### src/rtl/cpu_pkg.sv
// Shared write-back definitions: write-select bit positions, default widths,
// and the pending-load queue entry.
package cpu_pkg;

    localparam int WSEL_PC = 2;
    localparam int WSEL_WE = 1;
    localparam int WSEL_FP = 0;

    localparam int XLEN_DEF = 32;
    localparam int RAW_DEF  = 5;

    typedef struct packed {
        logic               we;
        logic               fp;
        logic [RAW_DEF-1:0] rd;
    } wb_entry_t;

endpackage

### src/rtl/pend_fifo.sv
// In-order queue of outstanding load destinations; every slot is exposed
// so the write-back stage can build its busy scoreboard.
module pend_fifo
    import cpu_pkg::*;
#(
    parameter int DEPTH = 4
) (
    input  logic                     clk,
    input  logic                     rst,
    input  logic                     i_push,
    input  wb_entry_t                i_entry,
    input  logic                     i_pop,
    output wb_entry_t                o_head,
    output wb_entry_t                o_entries [DEPTH],
    output logic [DEPTH-1:0]         o_valid,
    output logic [$clog2(DEPTH):0]   o_count
);

    localparam int AW = $clog2(DEPTH);

    wb_entry_t       r_mem [DEPTH];
    logic [AW-1:0]   r_wptr;
    logic [AW-1:0]   r_rptr;
    logic [AW:0]     r_count;
    logic [AW-1:0]   w_off;

    // Contents need no reset; validity comes from the pointers and count.
    always_ff @(posedge clk) begin
        if (i_push) begin
            r_mem[r_wptr] <= i_entry;
        end
    end

    always_ff @(posedge clk or posedge rst) begin
        if (rst) begin
            r_wptr  <= '0;
            r_rptr  <= '0;
            r_count <= '0;
        end else begin
            if (i_push) begin
                r_wptr <= r_wptr + 1'b1;
            end
            if (i_pop) begin
                r_rptr <= r_rptr + 1'b1;
            end
            case ({i_push, i_pop})
                2'b10:   r_count <= r_count + 1'b1;
                2'b01:   r_count <= r_count - 1'b1;
                default: r_count <= r_count;
            endcase
        end
    end

    // A slot is live when its distance from the head is below the count.
    always_comb begin
        w_off   = '0;
        o_valid = '0;
        for (int i = 0; i < DEPTH; i++) begin
            w_off      = AW'(i) - r_rptr;
            o_valid[i] = {1'b0, w_off} < r_count;
        end
    end

    assign o_head    = r_mem[r_rptr];
    assign o_entries = r_mem;
    assign o_count   = r_count;

endmodule

### src/rtl/wb_stage_q.sv
// Registered write-back stage with an in-order pending-load queue and a
// per-register busy scoreboard for the int and fp register files.
module wb_stage_q
    import cpu_pkg::*;
#(
    parameter int XLEN  = XLEN_DEF,
    parameter int RAW   = RAW_DEF,
    parameter int DEPTH = 4
) (
    input  logic                   clk,
    input  logic                   rst,
    input  logic                   in_valid,
    output logic                   in_ready,
    input  logic [2:0]             in_wsel,
    input  logic                   in_frommem,
    input  logic [XLEN-1:0]        in_pc,
    input  logic [XLEN-1:0]        in_data,
    input  logic [RAW-1:0]         in_rd,
    input  logic                   mem_rvalid,
    input  logic [XLEN-1:0]        mem_rdata,
    output logic                   pcenable,
    output logic [XLEN-1:0]        next_pc,
    output logic                   wenable,
    output logic                   fmode,
    output logic [RAW-1:0]         wreg,
    output logic [XLEN-1:0]        wdata,
    output logic [(2**RAW)-1:0]    busy_int,
    output logic [(2**RAW)-1:0]    busy_fp,
    output logic [$clog2(DEPTH):0] pending,
    output logic                   err_orphan
);

    localparam int CW = $clog2(DEPTH) + 1;

    wb_entry_t          w_head;
    wb_entry_t          w_entries [DEPTH];
    wb_entry_t          w_push_e;
    logic [DEPTH-1:0]   w_valid;
    logic               w_empty;
    logic               w_full;
    logic               w_pop;
    logic               w_coll;
    logic               w_qblk;
    logic               w_acc;
    logic               w_push;
    logic               w_x0;

    assign w_empty = pending == '0;
    assign w_full  = pending == CW'(DEPTH);
    assign w_pop   = mem_rvalid & ~w_empty;
    assign w_x0    = ~in_wsel[WSEL_FP] & (in_rd == '0);

    // The memory response owns the write port; a direct write must wait.
    assign w_coll  = w_pop & in_valid & in_wsel[WSEL_WE] & ~in_frommem;
    assign w_qblk  = in_frommem & w_full & ~mem_rvalid;

    assign in_ready = ~(w_coll | w_qblk);
    assign w_acc    = in_valid & in_ready;
    assign w_push   = w_acc & in_frommem;

    // x0 writes are dropped at push so they never mark busy or write back.
    assign w_push_e = '{
        we: in_wsel[WSEL_WE] & ~w_x0,
        fp: in_wsel[WSEL_FP],
        rd: RAW_DEF'(in_rd)
    };

    pend_fifo #(
        .DEPTH (DEPTH)
    ) u_fifo (
        .clk       (clk),
        .rst       (rst),
        .i_push    (w_push),
        .i_entry   (w_push_e),
        .i_pop     (w_pop),
        .o_head    (w_head),
        .o_entries (w_entries),
        .o_valid   (w_valid),
        .o_count   (pending)
    );

    always_comb begin
        busy_int = '0;
        busy_fp  = '0;
        for (int i = 0; i < DEPTH; i++) begin
            if (w_valid[i] && w_entries[i].we) begin
                if (w_entries[i].fp) begin
                    busy_fp[w_entries[i].rd] = 1'b1;
                end else begin
                    busy_int[w_entries[i].rd] = 1'b1;
                end
            end
        end
    end

    always_ff @(posedge clk or posedge rst) begin
        if (rst) begin
            pcenable   <= 1'b0;
            next_pc    <= '0;
            wenable    <= 1'b0;
            fmode      <= 1'b0;
            wreg       <= '0;
            wdata      <= '0;
            err_orphan <= 1'b0;
        end else begin
            pcenable <= w_acc & in_wsel[WSEL_PC];
            if (w_acc) begin
                next_pc <= in_pc;
            end
            if (w_pop) begin
                wenable <= w_head.we;
                fmode   <= w_head.fp;
                wreg    <= RAW'(w_head.rd);
                wdata   <= mem_rdata;
            end else if (w_acc && !in_frommem) begin
                wenable <= in_wsel[WSEL_WE] & ~w_x0;
                fmode   <= in_wsel[WSEL_FP];
                wreg    <= in_rd;
                wdata   <= in_data;
            end else begin
                wenable <= 1'b0;
            end
            err_orphan <= err_orphan | (mem_rvalid & w_empty);
        end
    end

endmodule

### config.mk
export PLATFORM = sky130hd
export DESIGN_NAME = wb_stage_q
export DESIGN_NICKNAME = d
export VERILOG_FILES = /design/src/rtl/cpu_pkg.sv /design/src/rtl/pend_fifo.sv /design/src/rtl/wb_stage_q.sv
export SDC_FILE = /design/constraint.sdc
export NUM_CORES = 1
export LEC_CHECK = 0
export CAP_MARGIN = 15
export CORE_MARGIN = 5
export CORE_UTILIZATION = 45
export CTS_CLUSTER_DIAMETER = 40
export DETAILED_ROUTE_END_ITERATION = 12
export PLACE_DENSITY = 0.81
export REMOVE_ABC_BUFFERS = 1
export SLEW_MARGIN = 0
export SYNTH_ARGS = -nofsm -noshare
export SYNTH_HDL_FRONTEND = slang
export SYNTH_SLANG_ARGS = --single-unit
export TNS_END_PERCENT = 50
### constraint.sdc
create_clock -name clk -period 4.01 [get_ports clk]
set_clock_uncertainty 0.15 [all_clocks]
set_input_delay 0.6015 -clock clk [delete_from_list [all_inputs] [get_ports clk]]
set_output_delay 0.6015 -clock clk [all_outputs]
set_load 0.02 [all_outputs]
==> metrics.cfg <==
[timing]
slew_viol_final=0
rsz0062_at_grt=false
fmax_mhz=256
finalSetupViolations=0
tightest_slew_ps=925
post-route-period-util=0.973
setup_tns_ps=0
relSlewSlack=0.383
hold_violations=0
period_needed_ps=3900

[cts]
cts_tree=yes
cts_root_buf=clkbuf_16
clk_pin_slew_worst_paths_ps=70
holdBufCountCts=0
numClockSinks=108
h-tree-depth=3
cts.path.max_buffers=2
cts_buffers=9
clk-insertion-delay-late_ps=340

[synth]
synth_cell_types=59
synth-seq-cells=108
synth_ff_type=dfrtp_1
yosysTopAreaCell=dfrtp_1
yosysMostFrequentCell=nand2_1
synth_common_cells=nand2_1 (94), dfrtp_1 (80), nor2_1 (64)
synth-seq-area-share=0.399
avgSynthCellArea_um2=9.97
synth_enable_flop_cells=28
syn_area_um2=7130
synth_top_area_share=0.281
synth_area_leaders=dfrtp_1 (28%), edfxtp_1 (12%), mux2_4 (6.3%)
ys_warn_count=0
ys_async_sr_fraction=0.741
netlist_instances=715

[route]
drc=0
via_count=7075
top_layer=met5
dr_wl_met2_mm=12.9
viasPerCell=6.00
wl_met1_mm=9.86
drtAntennaViolNets=0
met3_length_mm=2.87
wirelength_mm=26.7
first_pass_iters=6
wl_per_cell_um=22.6
drt_iter0_markers=751

[layout]
stdcell_area_um2=10200
instances_no_fill=1179
final_util=0.650
fillers=1253
final_nets=1077
drive_gt1_frac=0.128
area_growth_pct=43.2
diodes=0

[floorplan]
core_um2=15700
start_util=0.454
dieArea_um2=18500
dieWidth_um=136
rows=46
io_pins=250
die_h_um=136

[worst_setup_path]
cp-start-kind=register
worst_r2r_path_depth=9
cp_data_required_time_ps=3260
critPathKind=register to output pin
crit_arrival_ps=3150
endpoint_kind=output pin
cp_max_fo=13

[placement]
dp_hpwl_mm=20.2
gp_congestion=1.01
placed_area_um2=9870
dp_cells=1161
io_buffer_count=249

[status]
status=finished clean

[grt]
grt_max_degree=63
grt_pass1_wl_mm=39.7
grtUsageTotal=0.277
antenna_found_initial=1
grt_pass1_vias=7003
grt_overflow_total=0

[power]
ir_drop_uv=334
power.density_nw_per_um2=521
leakagePower_nw=4.02
total_power_mw=5.32

[run]
cap_violations=0

[worst_hold_path]
holdPathStages=1
hold_class=register to register

==> final timing paths <==
kind | start | to | slack [ps]
max | u_fifo.r_rptr[1]$_DFFE_PP0N_ | busy_int[2] | 110
min | err_orphan$_DFF_PP0_ | err_orphan$_DFF_PP0_ | 330
max reg2reg | u_fifo.o_count[0]$_DFFE_PP0P_ | u_fifo.o_count[2]$_DFFE_PP0P_ | 1370
min reg2reg | err_orphan$_DFF_PP0_ | err_orphan$_DFF_PP0_ | 330
max in group asynchronous | rst | wdata[21]$_DFFE_PP0P_ | 2340
min in group asynchronous | rst | next_pc[25]$_DFFE_PP0N_ | 600
==> logic make-up (layout without fill, tap and decap cells) <==
kind of cell | after synthesis | after routing | share of synthesized area
compound gates | 173 | 173 | 0.195
xor+xnor | 7 | 7 | 0.00860
fa+ha+maj | 10 | 10 | 0.0186
buf+inv | 66 | 314 | 0.0447
flops | 108 | 108 | 0.399
mux | 79 | 79 | 0.145
simple gates | 272 | 272 | 0.190
==> per-stage QoR <==
stage / setup slack (ps) / hold WS, ps
finish: 110 / 330
CTS: 19.0 / 335
global route: 6.97 / 360
detailed placement: 118 / 318
global placement: 173 / 299
floorplan: 447 / 348
==> registers in the layout, indices dropped and copies added (netlist names) <==
name / count
next_pc: 32
wdata: 32
u_fifo.o_entries: 28
wreg: 5
u_fifo.o_count: 3
u_fifo.r_rptr: 2
u_fifo.r_wptr: 2
err_orphan: 1
fmode: 1
pcenable: 1
wenable: 1
==> cell type report <==
class,instances,area (um2),area share
clock inverter,6,68.8,0.00674
multi-input combinational,541,3990,0.391
inverter,18,68.8,0.00674
tap,216,270,0.0265
sequential,108,2840,0.278
clock buffer,10,239,0.0234
timing repair buffer,280,2730,0.267
==> worst max-delay path: stages (launching register included) <==
cell and delay (ps):
dfrtp_1 390, xnor2_1 210, ha_1 260, nor2b_1 190, a211oi_4 410, buf_4 280, nand2b_1 180, o221ai_1 240
clkdlybuf4s50_1 640
==> timing repair <==
item / CTS / global route
endpoints found under the setup margin: 64 / 41
setup buffers: 0 / 2
pin swaps: 0 / 3
hold endpoints to repair: 0 / 0
gates resized for setup: 1 / 6
==> metal layers <==
| metal | track usage | up-vias |
|---|---|---|
| met2 | 0.472 | 491 |
| met3 | 0.0807 | 87 |
| li1 | - | 3166 |
| met1 | 0.332 | 3329 |
| met5 | 0 | - |
| met4 | 0.105 | 2 |
==> cell usage in the layout, fill, tap and decap left out, drive strengths merged, types with 2 or more instances in the layout <==
| cell | instances |
|---|---|
| o21ai | 38 |
| clkinv | 3 |
| dfrtp | 80 |
| nand3 | 33 |
| clkbuf | 10 |
| inv | 19 |
| mux4 | 7 |
| nand3b | 14 |
| or3 | 4 |
| xor2 | 3 |
| mux2i | 39 |
| o221ai | 26 |
| o31a | 2 |
| xnor2 | 4 |
| edfxtp | 28 |
| nand2 | 95 |
| nor3 | 7 |
| and3b | 3 |
| nor2b | 8 |
| a22oi | 43 |
| nor3b | 4 |
| nand2b | 12 |
| dlymetal6s2s | 2 |
| a211oi | 10 |
| mux2 | 33 |
| or3b | 10 |
| and3 | 6 |
| a32oi | 22 |
| buf | 31 |
| ha | 9 |
| a21oi | 4 |
| o211ai | 17 |
| clkdlybuf4s50 | 247 |
| nor2 | 64 |
| nand4 | 8 |
| a2111oi | 4 |
==> report_power, final <==
| part | internal (mW) | total [mW] | switching [mW] |
|---|---|---|---|
| sequential | 1.40 | 1.62 | 0.224 |
| clock | 0.506 | 0.907 | 0.401 |
| combinational | 1.17 | 2.79 | 1.62 |
No activity file was read; power rests on OpenSTA's default activity.
